## config.mk

```make
export PLATFORM = sky130hd
export DESIGN_NAME = decoder2_4_hold
export DESIGN_NICKNAME = d
export VERILOG_FILES = /design/src/rtl/decoder2_4_hold.sv
export SDC_FILE = /design/constraint.sdc
export NUM_CORES = 1
export LEC_CHECK = 0
export ABC_AREA = 0
export CAP_MARGIN = 20
export CORE_ASPECT_RATIO = 1.5
export CORE_MARGIN = 1.5
export CORE_UTILIZATION = 30
export CTS_CLUSTER_SIZE = 14
export DETAILED_ROUTE_END_ITERATION = 10
export PLACE_DENSITY = 0.51
export SYNTH_ARGS = -nofsm -noshare
export SYNTH_HDL_FRONTEND = slang
export SYNTH_SLANG_ARGS = --single-unit
```

## constraint.sdc

```tcl
create_clock -name clk -period 1.69 [get_ports clk]
set_input_delay 0.338 -clock clk [delete_from_list [all_inputs] [get_ports clk]]
set_output_delay 0.338 -clock clk [all_outputs]
set_load 0.1 [all_outputs]
```

## src/rtl/decoder2_4_hold.sv

```systemverilog
// rtl/decoder2_4_hold.sv - 2:4 decoder whose one-hot output is held for HOLD_CYCLES cycles
//
// Ports:
//   clk        rising-edge clock
//   rst_n      asynchronous active-low reset
//   clr        synchronous abort of the current hold (wins over in_valid)
//   in_valid   a1/a0 carry a code to decode
//   in_ready   high while idle; a code presented now is accepted at the edge
//   a1, a0     code bits, decoded index = 2*a0 + a1
//   y3..y0     registered one-hot decoded lines
//   out_valid  high while any y line is asserted
//   dec_cnt    count of accepted codes, wraps modulo 256

module decoder2_4_hold #(
  parameter int unsigned HOLD_CYCLES = 4
) (
  input  logic       clk,
  input  logic       rst_n,
  input  logic       clr,
  input  logic       in_valid,
  output logic       in_ready,
  input  logic       a1,
  input  logic       a0,
  output logic       y3,
  output logic       y2,
  output logic       y1,
  output logic       y0,
  output logic       out_valid,
  output logic [7:0] dec_cnt
);

  typedef enum logic {
    IDLE = 1'b0,
    HOLD = 1'b1
  } state_t;

  // Counter reload: the accepting edge itself is the first held cycle.
  localparam logic [7:0] HOLD_LOAD = 8'(HOLD_CYCLES - 1);

  state_t     state_q, state_d;
  logic [7:0] cnt_q, cnt_d;
  logic [3:0] y_q, y_d;
  logic [7:0] dec_cnt_q, dec_cnt_d;

  always_ff @(posedge clk or negedge rst_n) begin
    if (!rst_n) begin
      state_q   <= IDLE;
      cnt_q     <= 8'd0;
      y_q       <= 4'd0;
      dec_cnt_q <= 8'd0;
    end else begin
      state_q   <= state_d;
      cnt_q     <= cnt_d;
      y_q       <= y_d;
      dec_cnt_q <= dec_cnt_d;
    end
  end

  always_comb begin
    state_d   = state_q;
    cnt_d     = cnt_q;
    y_d       = y_q;
    dec_cnt_d = dec_cnt_q;
    if (clr) begin
      // Abort: drop the hold and refuse any code offered on this edge.
      state_d = IDLE;
      cnt_d   = 8'd0;
      y_d     = 4'd0;
    end else begin
      case (state_q)
        IDLE: begin
          if (in_valid) begin
            // a0 is the high-weight bit, so {a0,a1} is the line index.
            y_d       = 4'b0001 << {a0, a1};
            cnt_d     = HOLD_LOAD;
            state_d   = HOLD;
            dec_cnt_d = dec_cnt_q + 8'd1;
          end
        end
        HOLD: begin
          if (cnt_q == 8'd0) begin
            y_d     = 4'd0;
            state_d = IDLE;
          end else begin
            cnt_d = cnt_q - 8'd1;
          end
        end
        default: begin
          state_d = IDLE;
          y_d     = 4'd0;
        end
      endcase
    end
  end

  assign in_ready  = (state_q == IDLE);
  assign y3        = y_q[3];
  assign y2        = y_q[2];
  assign y1        = y_q[1];
  assign y0        = y_q[0];
  assign out_valid = |y_q;
  assign dec_cnt   = dec_cnt_q;

endmodule

```

==> results of run 1 <==
## layout by cell type, fill, tap and decap left out, types with 3 or more instances in the layout
cell	synthesis	final
nor2_1	3	3
buf_12	0	14
clkbuf_8	0	3
nand3_1	5	5
nor3_1	3	3
xnor2_1	4	4
inv_1	5	5
dfrtp_2	0	6
nand2_1	8	8
clkdlybuf4s50_1	0	5
nand4_1	3	3
dfrtp_1	21	14
buf_4	0	22
xor2_1	3	3
## kinds of logic after synthesis
kind of cell               after synthesis
adders and majority gates                2
muxes                                    2
buffers and inverters                    8
AOI/OAI and AO/OA                       20
xor gates and xnor gates                 7
DFF                                     21
and+or+nand+nor                         42
## flip-flops by register name, summed over array words and instances, names as in the netlist
name / flops
cnt_q: 8
dec_cnt: 8
state_q: 1
y_q: 4
## path summary, 6_finish.rpt
check	cells past startpoint	end
max	2	out_valid
min	2	cnt_q[6]
max reg2reg	6	cnt_q[4]
min reg2reg	1	dec_cnt[0]
max in group asynchronous	2	dec_cnt[1]
min in group clk	1	dec_cnt[0]
## worst max-delay path, stage by stage (launching register included)
cell and delay (ns):
dfrtp_2 0.40, or4_4 0.54, buf_12 0.18
## routing by layer
layer,wire (um),track usage,vias to the layer above
met4,17,0.0615,0
met5,0,0,-
met2,1510,0.258,24
li1,-,-,469
met1,1050,0.180,467
met3,110,0.0250,2
## timing repair
| item | CTS | global route |
|---|---|---|
| endpoints found under the setup margin | 1 | 7 |
| buffers inserted | 3 | 1 |
| pin swaps | 1 | 1 |
| gates resized for setup | 0 | 4 |
| hold endpoints to repair | 0 | 0 |
## layout make-up
cell class	count	area (um2)
fill	327	1880
tap	43	53.8
multi-input combinational	73	587
clock buffer	4	45.0
sequential	21	537
inverter	5	18.8
timing repair buffer	41	495
## where the power goes
group          switching (mW)  total [mW]  internal (mW)
sequential              0.171       0.777          0.606
clock                   0.153       0.321          0.168
combinational           0.848        1.42          0.574
==> metrics.cfg, run 1 <==
[yosys]
synth_top_family_by_area = simple AND/OR/NAND/NOR gates
synth-seq-area-share = 0.468
synthXorXnorAreaFrac = 0.0546
avgSynthCellArea_um2 = 11.0
synth_area_mm2 = 0.00112
synth.most_common_cell = dfrtp_1
synthArstFlopShare = 1.00
postSynthRegisterBits = 21
synth-simple-area-share = 0.259
synth_cells = 102
synth.area.mux_share = 0.0178
ys_warn_count = 0
synth_compound_area_frac = 0.149
synth-edff-count = 0
synth.top_cell.area_share = 0.468
synth_flop_cell = dfrtp_1
syn_nets = 110
yosysUniqueCellTypes = 40
ys_top_cells_by_count = dfrtp_1 (21), nand2_1 (8), inv_1 (5), nand3_1 (5), xnor2_1 (4)
synthAdderAreaFrac = 0.0223
synthTopCellsByArea = dfrtp_1 (47%), xnor2_1 (3.1%), nand2_1 (2.7%), xor2_1 (2.3%), ha_1 (2.2%)
yosysTopAreaCell = dfrtp_1

[clock_network]
numClockSinks = 21
clkTransAtPathRegs_ns = 0.08
clock_path_buffers = 2
cts_made_buffers = 3
cts_tree = built
cts_max_level = 1
clk_latency_ns = 0.26
cts_hold_buf = 0
cts_root_buf = clkbuf_8

[routing]
firstDrtPassIters = 4
drc = 0
drt_iter0_drc = 12
wirelength_mm = 2.69
wl_per_cell_um = 14.4
vias = 962
antenna_left = 0
vias_per_cell = 5.14

[global_routing]
grt_max_degree = 22
antenna_found_initial = 0
grt_overflow = 0
track_usage = 0.150
grt_pass1_wl_mm = 4.71
grt_pass1_vias = 1019

[setup_path]
end_kind = primary output
path_max_fanout = 2
start_kind = flip-flop
timing.reg2reg.setup_slack_ns = 0.03
critical_path_class = reg -> out
cp.arrival_ns = 1.38
crit_start = y_q[1]
rr_startpoint = cnt_q[1]
cp.required_ns = 1.35

[power_and_ir_drop]
p_total_mw = 2.52
p_per_area_mw_per_mm2 = 1450
p_leak_nw = 0.758
peakVddDrop_v = 0.00137

[worst_hold_path]
hold_class = in -> async

[timing]
relSlewSlack = 0.728
setup_violations = 1
period_share = 1.01
fmax_ghz = 0.583
drv_slew = 0
rsz0062_at_grt = true
setup-tns-final_ns = -0.0242
worst_pin_slew_ns = 0.406
hold_viol = 0
setup_slack_ns = -0.0242
hold_ws_ns = 0.426
min_period_ns = 1.71
fin_worst_skew_ns = 0.00718

[status]
status = finished, violations left
violations = setup timing

[finish]
antennaDiodeCount = 0
final_util = 0.480
layout.nets = 153
drive_gt1_frac = 0.424
areaGrowthSynthToFinish_pct = 54.7
stdcell_area_mm2 = 0.00174
fin_cells = 187

[floorplanning]
ioPinCount = 20
coreArea_mm2 = 0.00361
die_area_mm2 = 0.00412
start_util = 0.310
core.rowCount = 27
die_h_um = 77.9
die_w_um = 52.9

[placed_design]
gp_congestion = 0.760
dp_worst_setup_slack_ns = -0.136
port_buffers = 19
dp.cells = 179
placed_area_mm2 = 0.00164
dp_hpwl_mm = 2.00

[run]
maxCapViolations = 0

No activity file was read; power rests on OpenSTA's default activity.
==> inputs of run 2 (changes only) <==
--- a/config.mk
+++ b/config.mk
@@ -12,7 +12,7 @@
 export CORE_UTILIZATION = 30
 export CTS_CLUSTER_SIZE = 14
 export DETAILED_ROUTE_END_ITERATION = 10
-export PLACE_DENSITY = 0.51
+export PLACE_DENSITY = 0.49
 export SYNTH_ARGS = -nofsm -noshare
 export SYNTH_HDL_FRONTEND = slang
 export SYNTH_SLANG_ARGS = --single-unit
==> constraint.sdc (replaced) <==
create_clock -name clk -period 1.6 [get_ports clk]
set_input_delay 0.32 -clock clk [delete_from_list [all_inputs] [get_ports clk]]
set_output_delay 0.32 -clock clk [all_outputs]
set_load 0.1 [all_outputs]
==> metrics.cfg, run 2 (synthesis gave the netlist of run 1 again) <==
[status]
status = finished, violations left
violations = setup timing

[floorplanning]
die_h_um = 77.9  ; unchanged
ioPinCount = 20  ; unchanged
start_util = 0.310  ; unchanged
coreArea_mm2 = 0.00361  ; unchanged
core.rowCount = 27  ; unchanged
die_w_um = 52.9  ; unchanged
die_area_mm2 = 0.00412  ; unchanged

[routing]
drc = 0  ; unchanged
vias = 967  ; +0.52%
wl_per_cell_um = 14.9  ; +4.1%
firstDrtPassIters = 4  ; unchanged
wirelength_mm = 2.83  ; +5.2%
drt_iter0_drc = 16  ; +4
antenna_left = 0  ; unchanged
vias_per_cell = 5.12  ; -0.54%

[timing]
hold_ws_ns = 0.401  ; -0.0250 ns
period_share = 1.07
relSlewSlack = 0.685  ; -0.0429
hold_viol = 0  ; unchanged
rsz0062_at_grt = true
setup_slack_ns = -0.115  ; -0.0906 ns
fin_worst_skew_ns = 0.00233  ; -0.00485 ns
min_period_ns = 1.71
setup-tns-final_ns = -0.124  ; -0.0999 ns
worst_pin_slew_ns = 0.470  ; +0.0640 ns
drv_slew = 0  ; unchanged
setup_violations = 3  ; +2
fmax_ghz = 0.583

[setup_path]
critical_path_class = reg -> out
cp.required_ns = 1.28  ; -0.07 ns
cp.arrival_ns = 1.39  ; about the same
start_kind = flip-flop
path_max_fanout = 2  ; unchanged
end_kind = primary output

[clock_network]
clk_latency_ns = 0.26  ; about the same
clock_path_buffers = 2  ; unchanged
cts_tree = built
numClockSinks = 21  ; unchanged
cts_root_buf = clkbuf_8
clkTransAtPathRegs_ns = 0.08  ; about the same
cts_made_buffers = 3  ; unchanged
cts_max_level = 1  ; unchanged

[placed_design]
gp_congestion = 0.813  ; +7.0%
port_buffers = 19  ; unchanged
dp_hpwl_mm = 2.12  ; +5.8%
dp.cells = 181  ; +1.1%

[global_routing]
grt_overflow = 0  ; unchanged
antenna_found_initial = 0  ; unchanged
grt_max_degree = 22  ; unchanged
grt_pass1_vias = 1056  ; +3.6%
grt_pass1_wl_mm = 4.91  ; +4.4%
track_usage = 0.159  ; +0.00816

[power_and_ir_drop]
p_per_area_mw_per_mm2 = 1530  ; +5.7%
p_leak_nw = 0.782  ; +3.2%
peakVddDrop_v = 0.00109  ; -21%

[finish]
fillers = 334  ; +2.1%
drive_gt1_frac = 0.486  ; +0.0627
antennaDiodeCount = 0  ; unchanged
final_cell_mix = buf_4 (23), buf_12 (14), dfrtp_2 (11)
layout.nets = 155  ; +1.3%
areaGrowthSynthToFinish_pct = 59.1
fin_cells = 189  ; +1.1%
layout_commonest_cell = buf_4

[run]
maxCapViolations = 0  ; unchanged

[worst_hold_path]
hold_class = in -> async

-- run 2: cell types whose count changed in the layout (fill, tap and decap cells not counted), moves of 2 or more --
cell,before,now
dfrtp_2,6,11
dfrtp_1,14,10
inv_1,5,3
inv_2,0,2
-- run 2: layout make-up --
class,count,area [um2],share of cell area
inverters,5,18.8,0.0105
multi-input cells,73,612,0.343
clock buffers,4,45.0,0.0252
flip-flops and latches,21,539,0.302
repair buffers,43,517,0.289
well taps,43,53.8,0.0301
-- run 2: metal layers --
metal	global-route usage	up-vias	wire length (um)
li1	-	473	-
met1	0.183	476	1090
met2	0.283	14	1620
met3	0.0288	4	80
met4	0.0538	0	35
met5	0	-	0
-- run 2: final timing paths --
path | start | depth (start not counted) | slack, ns | endpoint
hold / removal | rst_n | 2 | 0.40 | cnt_q[3]
max in group asynchronous | rst_n | 2 | 0.96 | dec_cnt[0]
setup reg to reg | cnt_q[0] | 6 | -0.01 | cnt_q[1]
hold reg to reg | dec_cnt[7] | 1 | 0.53 | dec_cnt[7]
min in group clk | clr | 3 | 0.52 | cnt_q[0]
setup / recovery | y_q[0] | 2 | -0.11 | out_valid
-- run 2: worst max-delay path, cell delays in order (launching register included) --
cell and delay [ns]:
dfrtp_2 0.41, or4_4 0.54, buf_12 0.18
-- run 2: what timing repair did --
item                                    4_1_cts  5_1_grt
pin swaps                                     7        5
cloned                                        0        0
gates resized for setup                       6        8
endpoints found under the setup margin       11       16
hold buffers                                  0        0
buffers inserted                              4        3
-- run 2: stage by stage --
step	power, mW	utilization	cell area (um2)	setup slack [ns]
after floorplan	1.71	-	1140	-0.0914
after global placement	2.31	0.459	1660	-0.209
after detailed placement	2.33	0.459	1660	-0.199
after CTS	2.72	0.485	1750	-0.120
after global routing	2.88	0.494	1790	-0.142
final	2.74	0.494	1790	-0.115
-- run 2: power breakdown --
part / total [mW] / internal [mW] / switching [mW]
logic: 1.57 / 0.650 / 0.917
clock network: 0.349 / 0.177 / 0.172
registers: 0.823 / 0.646 / 0.177
total: 2.74 / 1.47 / 1.27
==> inputs of run 3 (changes only) <==
--- a/config.mk
+++ b/config.mk
@@ -7,12 +7,14 @@
 export LEC_CHECK = 0
 export ABC_AREA = 0
 export CAP_MARGIN = 20
+export CELL_PAD_IN_SITES_DETAIL_PLACEMENT = 1
+export CELL_PAD_IN_SITES_GLOBAL_PLACEMENT = 2
 export CORE_ASPECT_RATIO = 1.5
 export CORE_MARGIN = 1.5
 export CORE_UTILIZATION = 30
 export CTS_CLUSTER_SIZE = 14
 export DETAILED_ROUTE_END_ITERATION = 10
-export PLACE_DENSITY = 0.49
+export PLACE_DENSITY = 0.71
 export SYNTH_ARGS = -nofsm -noshare
 export SYNTH_HDL_FRONTEND = slang
 export SYNTH_SLANG_ARGS = --single-unit
==> metrics.cfg, run 3 (synthesis gave the netlist of run 1 again) <==
[finish]
layout_commonest_cell = buf_4
drive_gt1_frac = 0.547  ; +0.0604
antennaDiodeCount = 0  ; unchanged
areaGrowthSynthToFinish_pct = 65.6
stdcell_area_mm2 = 0.00186  ; +4.1%
final_cell_mix = buf_4 (24), buf_12 (14), dfrtp_2 (12)
layout.nets = 159  ; +2.6%
fillers = 386  ; +16%

[status]
violations = setup timing
status = finished, violations left

[setup_path]
path_max_fanout = 2  ; unchanged
cp.required_ns = 1.28  ; about the same
end_kind = primary output
critical_path_class = reg -> out
reg2regPathDepth = 6  ; unchanged
cp.arrival_ns = 1.40  ; about the same
start_kind = flip-flop

[routing]
drt_iter0_drc = 12  ; -4
wl_per_cell_um = 17.4  ; +17%
drc = 0  ; unchanged
vias_per_cell = 5.20  ; +1.7%
vias = 1004  ; +3.8%
antenna_left = 0  ; unchanged
firstDrtPassIters = 4  ; unchanged
wirelength_mm = 3.36  ; +19%

[run]
maxCapViolations = 0  ; unchanged

[floorplanning]
start_util = 0.310  ; unchanged
coreArea_mm2 = 0.00361  ; unchanged
die_w_um = 52.9  ; unchanged
core.rowCount = 27  ; unchanged
die_h_um = 77.9  ; unchanged
ioPinCount = 20  ; unchanged
die_area_mm2 = 0.00412  ; unchanged

[power_and_ir_drop]
clockPowerShare = 0.121  ; -0.007
p_switching_mw = 1.32  ; +4.3%
peakVddDrop_v = 0.00121  ; +12%
intPower_mw = 1.52  ; +3.5%
p_leak_nw = 0.813  ; +4.0%
p_per_area_mw_per_mm2 = 1530  ; -0.17%
seqPwrFrac = 0.292  ; -0.008
p_total_mw = 2.85  ; +3.9%
switching_share = 0.464  ; +0.00205
p_comb_frac = 0.587  ; +0.015

[clock_network]
cts_tree = built
clkTransAtPathRegs_ns = 0.08  ; about the same
cts_max_level = 1  ; unchanged
cts_hold_buf = 0  ; unchanged
clk_latency_ns = 0.26  ; about the same
numClockSinks = 21  ; unchanged
cts_made_buffers = 3  ; unchanged
cts_root_buf = clkbuf_8
clock_path_buffers = 2  ; unchanged

[global_routing]
track_usage = 0.187  ; +0.0283
grt_max_degree = 22  ; unchanged
grt_pass1_vias = 1160  ; +9.8%
grt_overflow = 0  ; unchanged
antenna_found_initial = 0  ; unchanged
grt_pass1_wl_mm = 5.74  ; +17%

[placed_design]
placed_area_mm2 = 0.00169  ; +1.8%
dp_hpwl_mm = 2.42  ; +14%
port_buffers = 19  ; unchanged
gp_congestion = 0.788  ; -3.0%

[worst_hold_path]
hold_class = in -> async

[timing]
drv_slew = 0  ; unchanged
setup_slack_ns = -0.120  ; -0.00473 ns
hold_viol = 0  ; unchanged
fin_worst_skew_ns = 0.00560  ; +0.00327 ns
worst_pin_slew_ns = 0.311  ; -0.159 ns
period_share = 1.07  ; +0.00295
min_period_ns = 1.72  ; +0.00473 ns
fmax_ghz = 0.582  ; -0.27%
relSlewSlack = 0.793  ; +0.107
setup_violations = 1  ; -2
rsz0062_at_grt = true

## run 3: cell count changes in the layout (fill, tap and decap cells not counted), sizes merged
cell | before | now
buf | 38 | 42
clkdlybuf4s50 | 4 | 3
dlymetal6s2s | 1 | 2
## run 3: area by class of cell
| class | count | area, um2 | area share |
|---|---|---|---|
| clock buffers | 4 | 45.0 | 0.0242 |
| inverters | 5 | 18.8 | 0.0101 |
| multi-input cells | 73 | 639 | 0.344 |
| well taps | 43 | 53.8 | 0.0290 |
| flip-flops and latches | 21 | 541 | 0.291 |
| repair buffers | 47 | 561 | 0.302 |
## run 3: stage by stage
step / utilization / instances / setup WS, ns / hold slack [ns] / setup TNS [ns]
CTS: 0.492 / 193 / -0.130 / 0.408 / -0.130
global route: 0.514 / 193 / -0.153 / 0.422 / -0.465
finish: 0.514 / 193 / -0.120 / 0.404 / -0.120
detailed placement: 0.467 / 185 / -0.274 / 0.535 / -3.57
global placement: 0.467 / 185 / -0.242 / 0.531 / -3.16
floorplan: - / 102 / -0.0914 / 0.0244 / -0.0914
## run 3: power by group through the flow
stage	combinational (mW)	sequential, mW	clock (mW)
after floorplan	0.442	1.27	0
after detailed placement	1.54	0.835	0
final	1.67	0.831	0.344
after global routing	1.76	0.850	0.377
after CTS	1.59	0.828	0.363
after global placement	1.52	0.829	0
## run 3: worst paths after layout
kind	startpoint	to	slack (ns)
max	y_q[0]	out_valid	-0.12
min	rst_n	cnt_q[4]	0.40
max reg2reg	cnt_q[1]	cnt_q[4]	0.04
min reg2reg	dec_cnt[4]	dec_cnt[4]	0.55
max in group asynchronous	rst_n	dec_cnt[0]	0.95
min in group clk	clr	cnt_q[1]	0.51
## run 3: per-layer routing
metal | vias to the layer above | wire [um] | GRT usage
met3 | 4 | 82 | 0.0250
met2 | 13 | 1930 | 0.345
met1 | 511 | 1310 | 0.217
met4 | 0 | 38 | 0.0462
li1 | 476 | - | -
met5 | - | 0 | 0
## run 3: worst max-delay path, cell delays in order (launching register included)
cell	delay [ns]
dfrtp_2	0.41
or4_4	0.55
buf_12	0.18
## run 3: what timing repair did
item | 4_1_cts | 5_1_grt
buffers inserted | 4 | 1
gates resized for setup | 4 | 20
pin swaps | 2 | 12
setup endpoints to repair | 8 | 16
